[config.mk]
export PLATFORM = sky130hd
export DESIGN_NAME = spi2mem_writer
export DESIGN_NICKNAME = d
export VERILOG_FILES = /design/src/rtl/mrly_spi_pkg.sv /design/src/rtl/spi_input_sync.sv /design/src/rtl/spi2mem_writer.sv
export SDC_FILE = /design/constraint.sdc
export NUM_CORES = 1
export LEC_CHECK = 0
export CAP_MARGIN = 20
export CORE_MARGIN = 8
export CORE_UTILIZATION = 56
export DETAILED_ROUTE_END_ITERATION = 16
export PLACE_DENSITY = 0.88
export SETUP_SLACK_MARGIN = 0.3
export SLEW_MARGIN = 20
export SYNTH_ARGS = -nofsm -noshare
export SYNTH_HDL_FRONTEND = slang
export SYNTH_SLANG_ARGS = --single-unit
export TNS_END_PERCENT = 50
[constraint.sdc]
create_clock -name clk -period 2.3 [get_ports clk]
set_input_delay 0.345 -clock clk [delete_from_list [all_inputs] [get_ports clk]]
set_output_delay 0.345 -clock clk [all_outputs]
set_load 0.005 [all_outputs]
[src/rtl/mrly_spi_pkg.sv]
// Constants and state encoding shared by the SPI relay write and read paths.
package mrly_spi_pkg;

  localparam logic [7:0] INST_READ  = 8'h03;
  localparam logic [7:0] INST_WRITE = 8'h02;

  localparam int HEADER_BITS = 24;
  localparam int DATA_BITS   = 8;

  typedef enum logic [1:0] {
    ST_IDLE,
    ST_HEADER,
    ST_DATA,
    ST_IGNORE
  } spi_state_e;

endpackage

[src/rtl/spi_input_sync.sv]
// Brings the asynchronous SPI pins into the clk domain and detects sclk/cs_n edges.
module spi_input_sync (
  input  logic clk,
  input  logic reset,
  input  logic spi_sclk,
  input  logic spi_cs_n,
  input  logic spi_mosi,
  output logic sclk_rise,
  output logic cs_fall,
  output logic cs_rise,
  output logic mosi
);

  // bit0/bit1 form the synchronizer, bit2 is the previous synchronized value
  logic [2:0] sclk_pipe_q, sclk_pipe_d;
  logic [2:0] cs_pipe_q, cs_pipe_d;
  logic [1:0] mosi_pipe_q, mosi_pipe_d;

  always_comb begin
    sclk_pipe_d = {sclk_pipe_q[1:0], spi_sclk};
    cs_pipe_d   = {cs_pipe_q[1:0], spi_cs_n};
    mosi_pipe_d = {mosi_pipe_q[0], spi_mosi};
  end

  // cs_n resets to its inactive level so leaving reset never fakes an edge
  always_ff @(posedge clk) begin
    if (reset) begin
      sclk_pipe_q <= 3'b000;
      cs_pipe_q   <= 3'b111;
      mosi_pipe_q <= 2'b00;
    end else begin
      sclk_pipe_q <= sclk_pipe_d;
      cs_pipe_q   <= cs_pipe_d;
      mosi_pipe_q <= mosi_pipe_d;
    end
  end

  assign sclk_rise = sclk_pipe_q[1] & ~sclk_pipe_q[2];
  assign cs_fall   = ~cs_pipe_q[1] & cs_pipe_q[2];
  assign cs_rise   = cs_pipe_q[1] & ~cs_pipe_q[2];
  assign mosi      = mosi_pipe_q[1];

endmodule

[src/rtl/spi2mem_writer.sv]
// SPI mode-0 write-frame receiver that updates the relay memory image in the clk domain.
module spi2mem_writer
  import mrly_spi_pkg::*;
#(
  parameter int WIDTH = 16
) (
  input  logic              clk,
  input  logic              reset,
  input  logic              spi_sclk,
  input  logic              spi_cs_n,
  input  logic              spi_mosi,
  output logic [WIDTH-1:0]  memory,
  output logic              wr_strobe,
  output logic [15:0]       wr_addr,
  output logic [7:0]        wr_data,
  output logic              frame_err
);

  localparam int          BYTES     = WIDTH / 8;
  localparam logic [16:0] BYTES_EXT = 17'(BYTES);

  logic sclk_rise, cs_fall, cs_rise, mosi;

  spi_input_sync u_sync (
    .clk       (clk),
    .reset     (reset),
    .spi_sclk  (spi_sclk),
    .spi_cs_n  (spi_cs_n),
    .spi_mosi  (spi_mosi),
    .sclk_rise (sclk_rise),
    .cs_fall   (cs_fall),
    .cs_rise   (cs_rise),
    .mosi      (mosi)
  );

  spi_state_e        state_q, state_d;
  logic [4:0]        bit_cnt_q, bit_cnt_d;
  logic [23:0]       shift_q, shift_d;
  logic [15:0]       addr_q, addr_d;
  logic [WIDTH-1:0]  mem_q, mem_d;
  logic [15:0]       wr_addr_q, wr_addr_d;
  logic [7:0]        wr_data_q, wr_data_d;
  logic              wr_strobe_q, wr_strobe_d;
  logic              frame_err_q, frame_err_d;

  logic [23:0] shift_in;
  logic [16:0] addr_inc;

  assign shift_in = {shift_q[22:0], mosi};
  // 17-bit increment so address 0xFFFF runs out of range instead of wrapping to 0
  assign addr_inc = {1'b0, addr_q} + 17'd1;

  always_comb begin
    state_d     = state_q;
    bit_cnt_d   = bit_cnt_q;
    shift_d     = shift_q;
    addr_d      = addr_q;
    mem_d       = mem_q;
    wr_addr_d   = wr_addr_q;
    wr_data_d   = wr_data_q;
    wr_strobe_d = 1'b0;
    frame_err_d = 1'b0;

    if (cs_rise) begin
      // cs_n deassertion wins over a coincident sclk edge; a partial byte is dropped
      state_d   = ST_IDLE;
      bit_cnt_d = '0;
      if ((state_q == ST_HEADER || state_q == ST_DATA) && bit_cnt_q != 5'd0)
        frame_err_d = 1'b1;
    end else begin
      unique case (state_q)
        ST_IDLE: begin
          if (cs_fall) begin
            state_d   = ST_HEADER;
            bit_cnt_d = '0;
            shift_d   = '0;
          end
        end
        ST_HEADER: begin
          if (sclk_rise) begin
            shift_d   = shift_in;
            bit_cnt_d = bit_cnt_q + 5'd1;
            if (bit_cnt_q == 5'(HEADER_BITS - 1)) begin
              addr_d = shift_in[15:0];
              if (shift_in[23:16] != INST_WRITE) begin
                state_d = ST_IGNORE;
              end else if ({1'b0, shift_in[15:0]} < BYTES_EXT) begin
                state_d   = ST_DATA;
                bit_cnt_d = '0;
              end else begin
                state_d     = ST_IGNORE;
                frame_err_d = 1'b1;
              end
            end
          end
        end
        ST_DATA: begin
          if (sclk_rise) begin
            shift_d   = shift_in;
            bit_cnt_d = bit_cnt_q + 5'd1;
            if (bit_cnt_q == 5'(DATA_BITS - 1)) begin
              for (int i = 0; i < BYTES; i++) begin
                if (addr_q == 16'(i)) mem_d[i*8 +: 8] = shift_in[7:0];
              end
              wr_addr_d   = addr_q;
              wr_data_d   = shift_in[7:0];
              wr_strobe_d = 1'b1;
              addr_d      = addr_inc[15:0];
              bit_cnt_d   = '0;
              if (addr_inc >= BYTES_EXT) state_d = ST_IGNORE;
            end
          end
        end
        ST_IGNORE: begin
        end
        default: state_d = ST_IDLE;
      endcase
    end
  end

  always_ff @(posedge clk) begin
    if (reset) begin
      state_q     <= ST_IDLE;
      bit_cnt_q   <= '0;
      shift_q     <= '0;
      addr_q      <= '0;
      mem_q       <= '0;
      wr_addr_q   <= '0;
      wr_data_q   <= '0;
      wr_strobe_q <= 1'b0;
      frame_err_q <= 1'b0;
    end else begin
      state_q     <= state_d;
      bit_cnt_q   <= bit_cnt_d;
      shift_q     <= shift_d;
      addr_q      <= addr_d;
      mem_q       <= mem_d;
      wr_addr_q   <= wr_addr_d;
      wr_data_q   <= wr_data_d;
      wr_strobe_q <= wr_strobe_d;
      frame_err_q <= frame_err_d;
    end
  end

  assign memory    = mem_q;
  assign wr_strobe = wr_strobe_q;
  assign wr_addr   = wr_addr_q;
  assign wr_data   = wr_data_q;
  assign frame_err = frame_err_q;

endmodule

==> results of run 1 <==
==> state kept, by name (all words and copies together), names as in the netlist, 3 cells and up <==
register,cells
shift_q,23
bit_cnt_q,5
wr_addr,16
u_sync.cs_pipe_q,3
u_sync.sclk_pipe_q,3
addr_q,16
wr_data,8
memory,16
==> routing by layer <==
metal	vias up	wire [um]
met3	24	758
met2	161	5640
met4	0	241
met1	1896	4490
li1	1965	-
met5	-	0
==> worst paths after layout <==
kind / cells past startpoint / endpoint / from / slack, ps
max: 7 / state_q[1] / addr_q[0] / 290
min: 2 / u_sync.sclk_pipe_q[1] / reset / 260
max reg2reg: 7 / state_q[1] / addr_q[0] / 290
min reg2reg: 1 / u_sync.cs_pipe_q[1] / u_sync.cs_pipe_q[0] / 430
==> timing repair <==
item,4_1_cts,5_1_grt
endpoints found under the setup margin,23,50
pin swaps,2,9
buffers inserted,0,3
resized for setup,15,29
==> cell usage after synthesis, types with 4 or more instances <==
master     n
nand2_1   99
dfxtp_1   96
a21oi_1   70
nor2_1    45
nand3_1   39
clkbuf_1  34
mux2i_1   22
nor3_1    15
nor2b_1   10
ha_1       9
inv_1      8
a211oi_1   7
o21ai_1    7
nor4_1     6
a22oi_1    5
o21ai_0    5
and3_1     4
and4_1     4
buf_2      4
nand2b_1   4
nand4_1    4
or3_1      4
xnor2_1    4
==> critical path: cells and delay by family (launching register included) <==
family / cells / cell delay [ps]
DFF: 1 / 380
muxes: 1 / 230
AOI/OAI and AO/OA: 2 / 440
adders and majority gates: 1 / 220
and+or+nand+nor: 2 / 510
xor gates and xnor gates: 1 / 150
==> report_power, final <==
part	internal (mW)	switching, mW	total, mW
Combinational	0.537	0.902	1.44
Sequential	1.75	0.138	1.89
Clock	0.528	0.638	1.17
Total	2.81	1.68	4.49
==> through the flow <==
step / std cells / hold WS, ps / power (mW) / area, um2 / utilization [%]
2_1_floorplan: 546 / 383 / 2.88 / 4400 / -
3_3_place_gp: 671 / 396 / 3.14 / 4940 / 64.6
3_5_place_dp: 671 / 418 / 3.19 / 4940 / 64.6
4_1_cts: 687 / 258 / 4.37 / 5190 / 67.9
5_1_grt: 690 / 276 / 4.72 / 5310 / 69.5
6_report: 690 / 263 / 4.49 / 5310 / 69.5
==> area by class of cell <==
class,count,area (um2),area share [%]
multi-input cells,400,2350,44.2
flip-flops and latches,96,1950,36.7
repair buffers,67,641,12.1
well taps,102,128,2.40
clock buffers,9,124,2.33
clock inverters,7,85.1,1.60
inverters,9,36.3,0.683
==> cells by family after synthesis <==
logic type,synth area share (%)
xor+xnor,1.00
buf+inv,4.75
compound gates,15.7
mux,5.04
simple gates,27.0
fa+ha+maj,2.58
flops,44.0
==> results.toml, run 1 <==
[critical_path]
endpoint_kind = "flop"
cp.arrival_ps = 2300
crit_required_ps = 2590
path_cells = "ha_2 > xor2_1 > or4_4 > a21oi_2 > nand3_2 > o31ai_4 > mux2i_1"
critPathMaxStageDelay_ps = 420
worst-setup-path-type = "flop to flop"
cp_slowest_cell = "or4_4"
crit_path_max_fanout = 7
cp-start-kind = "flop"

[global_routing]
use_met2_pct = 34.4
grtUsageMet1_pct = 22.7
grt_busiest_layer = "met2"
gr-total-overflow = 0
grt_pass1_wl_um = 18200
grt_pass1_vias = 3846
grt_max_degree = 55
grt_use_met3_pct = 4.96
antenna_found_initial = 0
grt_use_total_pct = 19.8

[cells_and_area]
final_common_cell = "nand2_1"
final_cell_mix = "nand2_1 (99), dfxtp_1 (84), a21oi_1 (67)"
diodes = 0
area_growth_pct = 21.7
final_nets = 597
drive_gt1_share_pct = 14.3
fillers = 575

[clock_network]
cts_sinks = 96
clk_pin_slew_ps = 100
cts-root-buf = "clkbuf_8"
numCtsBuffers = 9
clk_latency_ps = 370
cts_tree = "done"
clockBufferDepth = 2
ctsHtreeMaxLevel = 3
holdBufCountCts = 0

[synth]
synth_edf_count = 0
syn_nets = 560
synth_flop_cell = "dfxtp_1"
yosysUniqueCellTypes = 49
synth_area_per_cell_um2 = 8.00
yosys_warnings = 0
netlist.top_cell.by_area = "dfxtp_1"
synthArstFlopShare_pct = 0
synth-seq-cells = 96
syn_area_um2 = 4370
yosysSeqAreaShare_pct = 44.0
ys_top_cells_by_area = "dfxtp_1 (44%), nand2_1 (8.5%), a21oi_1 (8.0%)"
yosysTopAreaCellShare_pct = 44.0
syn_inst = 546

[worst_hold_path]
hp-class = "input pin to flop"

[die]
rows = 32
die-area_um2 = 10900
initial_core_util_pct = 57.1
die_w_um = 104
ios = 47
coreArea_um2 = 7650
die_y_um = 104

[route]
firstDrtPassIters = 5
drc = 0
vias = 4046
ant_nets = 0
drt-total-wl_um = 11100
drt_iter0_markers = 303
wl_per_cell_um = 16.1
vias_per_cell = 5.86

[timing]
fin_crit_ps = 2010
max_freq_mhz = 496
finalSetupViolCount = 0
finalMaxSlewViolations = 0
fin_tns_setup_ps = 0
slew_headroom_pct = 63.5
fin_crit_sh_pct = 87.6
setup_slack_ps = 286
fin_skew_ps = 7.87
grt_setup_unrepaired = "true"
final_hold_viol_count = 0
worstMarginPinSlew_ps = 547

[power]
ir_drop_mv = 0.656
power_density_nw_per_um2 = 845
p_leak_nw = 1.75

[placed_design]
numPortBuffers = 46
dp_slack_ps = 125
place_congestion = 0.916
hpwlAfterDp_um = 7460

[run_status]
status = "complete, no violations"

[run]
drv_cap = 0
(Power assumes the default switching activity.)
==> run 2, diff against run 1 <==
TNS_END_PERCENT = 30   (was 50)
==> run 2 against run 1 <==
Against the previous run:
- non-clock buffer count unchanged
- core utilization fell by 0.34 points
- clock power about the same
- clock skew grew 2.5 ps
- die area did not move
- sequential power about the same
- global-route usage unchanged
- register-to-register slack about the same
- power up 0.29%
- clock-buffer cell count stayed put
- largest cell class unchanged
- highest routed layer unchanged
==> results.toml, run 2 (synthesis gave the netlist of run 1 again) <==
[timing]
max_freq_mhz = 497
fin_crit_ps = 2010
fin_skew_ps = 10.3
slew_headroom_pct = 64.1
worstMarginPinSlew_ps = 539
grt_setup_unrepaired = "true"
finalSetupViolCount = 0
fin_tns_setup_ps = 0
final_hold_viol_count = 0
fin_crit_sh_pct = 87.4
finalMaxSlewViolations = 0

[cells_and_area]
fin_util_pct = 69.1
area_growth_pct = 21.1
diodes = 0
final_cell_mix = "nand2_1 (99), dfxtp_1 (84), a21oi_1 (67)"
top_register = "shift_q"
largest_register_ffs = 23
drive_gt1_share_pct = 13.8
final_nets = 597
register_area_um2 = 1950
fillers = 579
final_common_cell = "nand2_1"
multi_input_area_um2 = 2320

[clock_network]
cts-root-buf = "clkbuf_8"
clk_latency_ps = 370
holdBufCountCts = 0
numCtsBuffers = 9
ctsHtreeMaxLevel = 3
clockBufferDepth = 2
cts_tree = "done"
clk_pin_slew_ps = 100
cts_sinks = 96

[worst_hold_path]
hp-class = "input pin to flop"
min-delay-start = "reset"

[global_routing]
grt_use_total_pct = 19.8
grt_pass1_vias = 3846
antenna_found_initial = 0
grt_pass1_wl_um = 18200
grt_max_degree = 55
gr-total-overflow = 0

[route]
wl_per_cell_um = 16.1
vias_per_cell = 5.89
vias = 4063
drt-total-wl_um = 11100
firstDrtPassIters = 6
ant_nets = 0
drc = 0
drt_iter0_markers = 246

[die]
ios = 47
die-area_um2 = 10900
die_w_um = 104
coreArea_um2 = 7650
rows = 32
die_y_um = 104
initial_core_util_pct = 57.1

[critical_path]
cp_slowest_cell = "or4_4"
cp_num_buf_inv = 1
crit_required_ps = 2600
worst-setup-path-type = "flop to flop"
cp-start-kind = "flop"
rr_startpoint = "addr_q[1]"
setup.worst_path.start = "addr_q[1]"
cp_top_family = "simple AND/OR/NAND/NOR gates"
endpoint_kind = "flop"
crit_path_max_fanout = 6
cp.arrival_ps = 2310
path_cells = "inv_4 > ha_4 > or4_4 > a21oi_2 > nand3_2 > o31ai_4 > mux2i_1"
critPathMaxStageDelay_ps = 510

[run]
drv_cap = 0

[power]
p_leak_nw = 1.74
power_density_nw_per_um2 = 852
ir_drop_mv = 0.656

[placed_design]
hpwlAfterDp_um = 7460
place_congestion = 0.916
numPortBuffers = 46

[run_status]
status = "complete, no violations"
-- run 2: changes by cell type in the layout (fill, tap and decap cells not counted) --
cell / previous run / this run
nor2b_2: 1 / 0
nor4_2: 1 / 0
xnor2_1: 3 / 4
xnor2_2: 1 / 0
ha_2: 3 / 4
nor4_1: 5 / 6
ha_4: 3 / 2
nor2b_1: 9 / 10
-- run 2: timing repair --
action,in CTS,in global routing
gates cloned,0,0
gates resized for setup,15,25
buffers inserted,0,3
pin swaps,2,9
endpoints found under the setup margin,23,50
-- run 2: per-layer routing --
metal  global-route usage (%)  vias up  share of wire [%]
met1                     22.7     1926                 41
met5                        0        -                  0
li1                         -     1969                  -
met2                     34.4      144                 51
met4                     7.55        0                2.2
met3                     4.96       24                5.8
-- run 2: path summary, 6_finish.rpt --
path / slack [ps] / end / cells past startpoint
hold reg to reg: 430 / u_sync.cs_pipe_q[1] / 1
hold / removal: 260 / u_sync.sclk_pipe_q[1] / 2
setup reg to reg: 290 / state_q[1] / 7
setup / recovery: 290 / state_q[1] / 7
-- run 2: cell type report --
type	instances	share of cell area (%)
multi-input combinational	400	44.0
sequential	96	36.9
timing repair buffer	67	12.1
tap	102	2.41
clock buffer	9	2.34
clock inverter	7	1.61
inverter	9	0.686
-- run 2: report_power, final --
| part | internal (mW) | switching, mW |
|---|---|---|
| sequential | 1.75 | 0.138 |
| combinational | 0.533 | 0.904 |
| clock | 0.528 | 0.651 |
-- run 2: per-stage QoR --
stage	std cells	setup slack [ps]	power [mW]	area [um2]	hold WS (ps)
floorplan	546	289	2.88	4400	383
global placement	671	223	3.14	4940	396
detailed placement	671	125	3.19	4940	418
CTS	687	234	4.37	5190	258
global route	690	179	4.71	5290	276
finish	690	289	4.50	5290	262
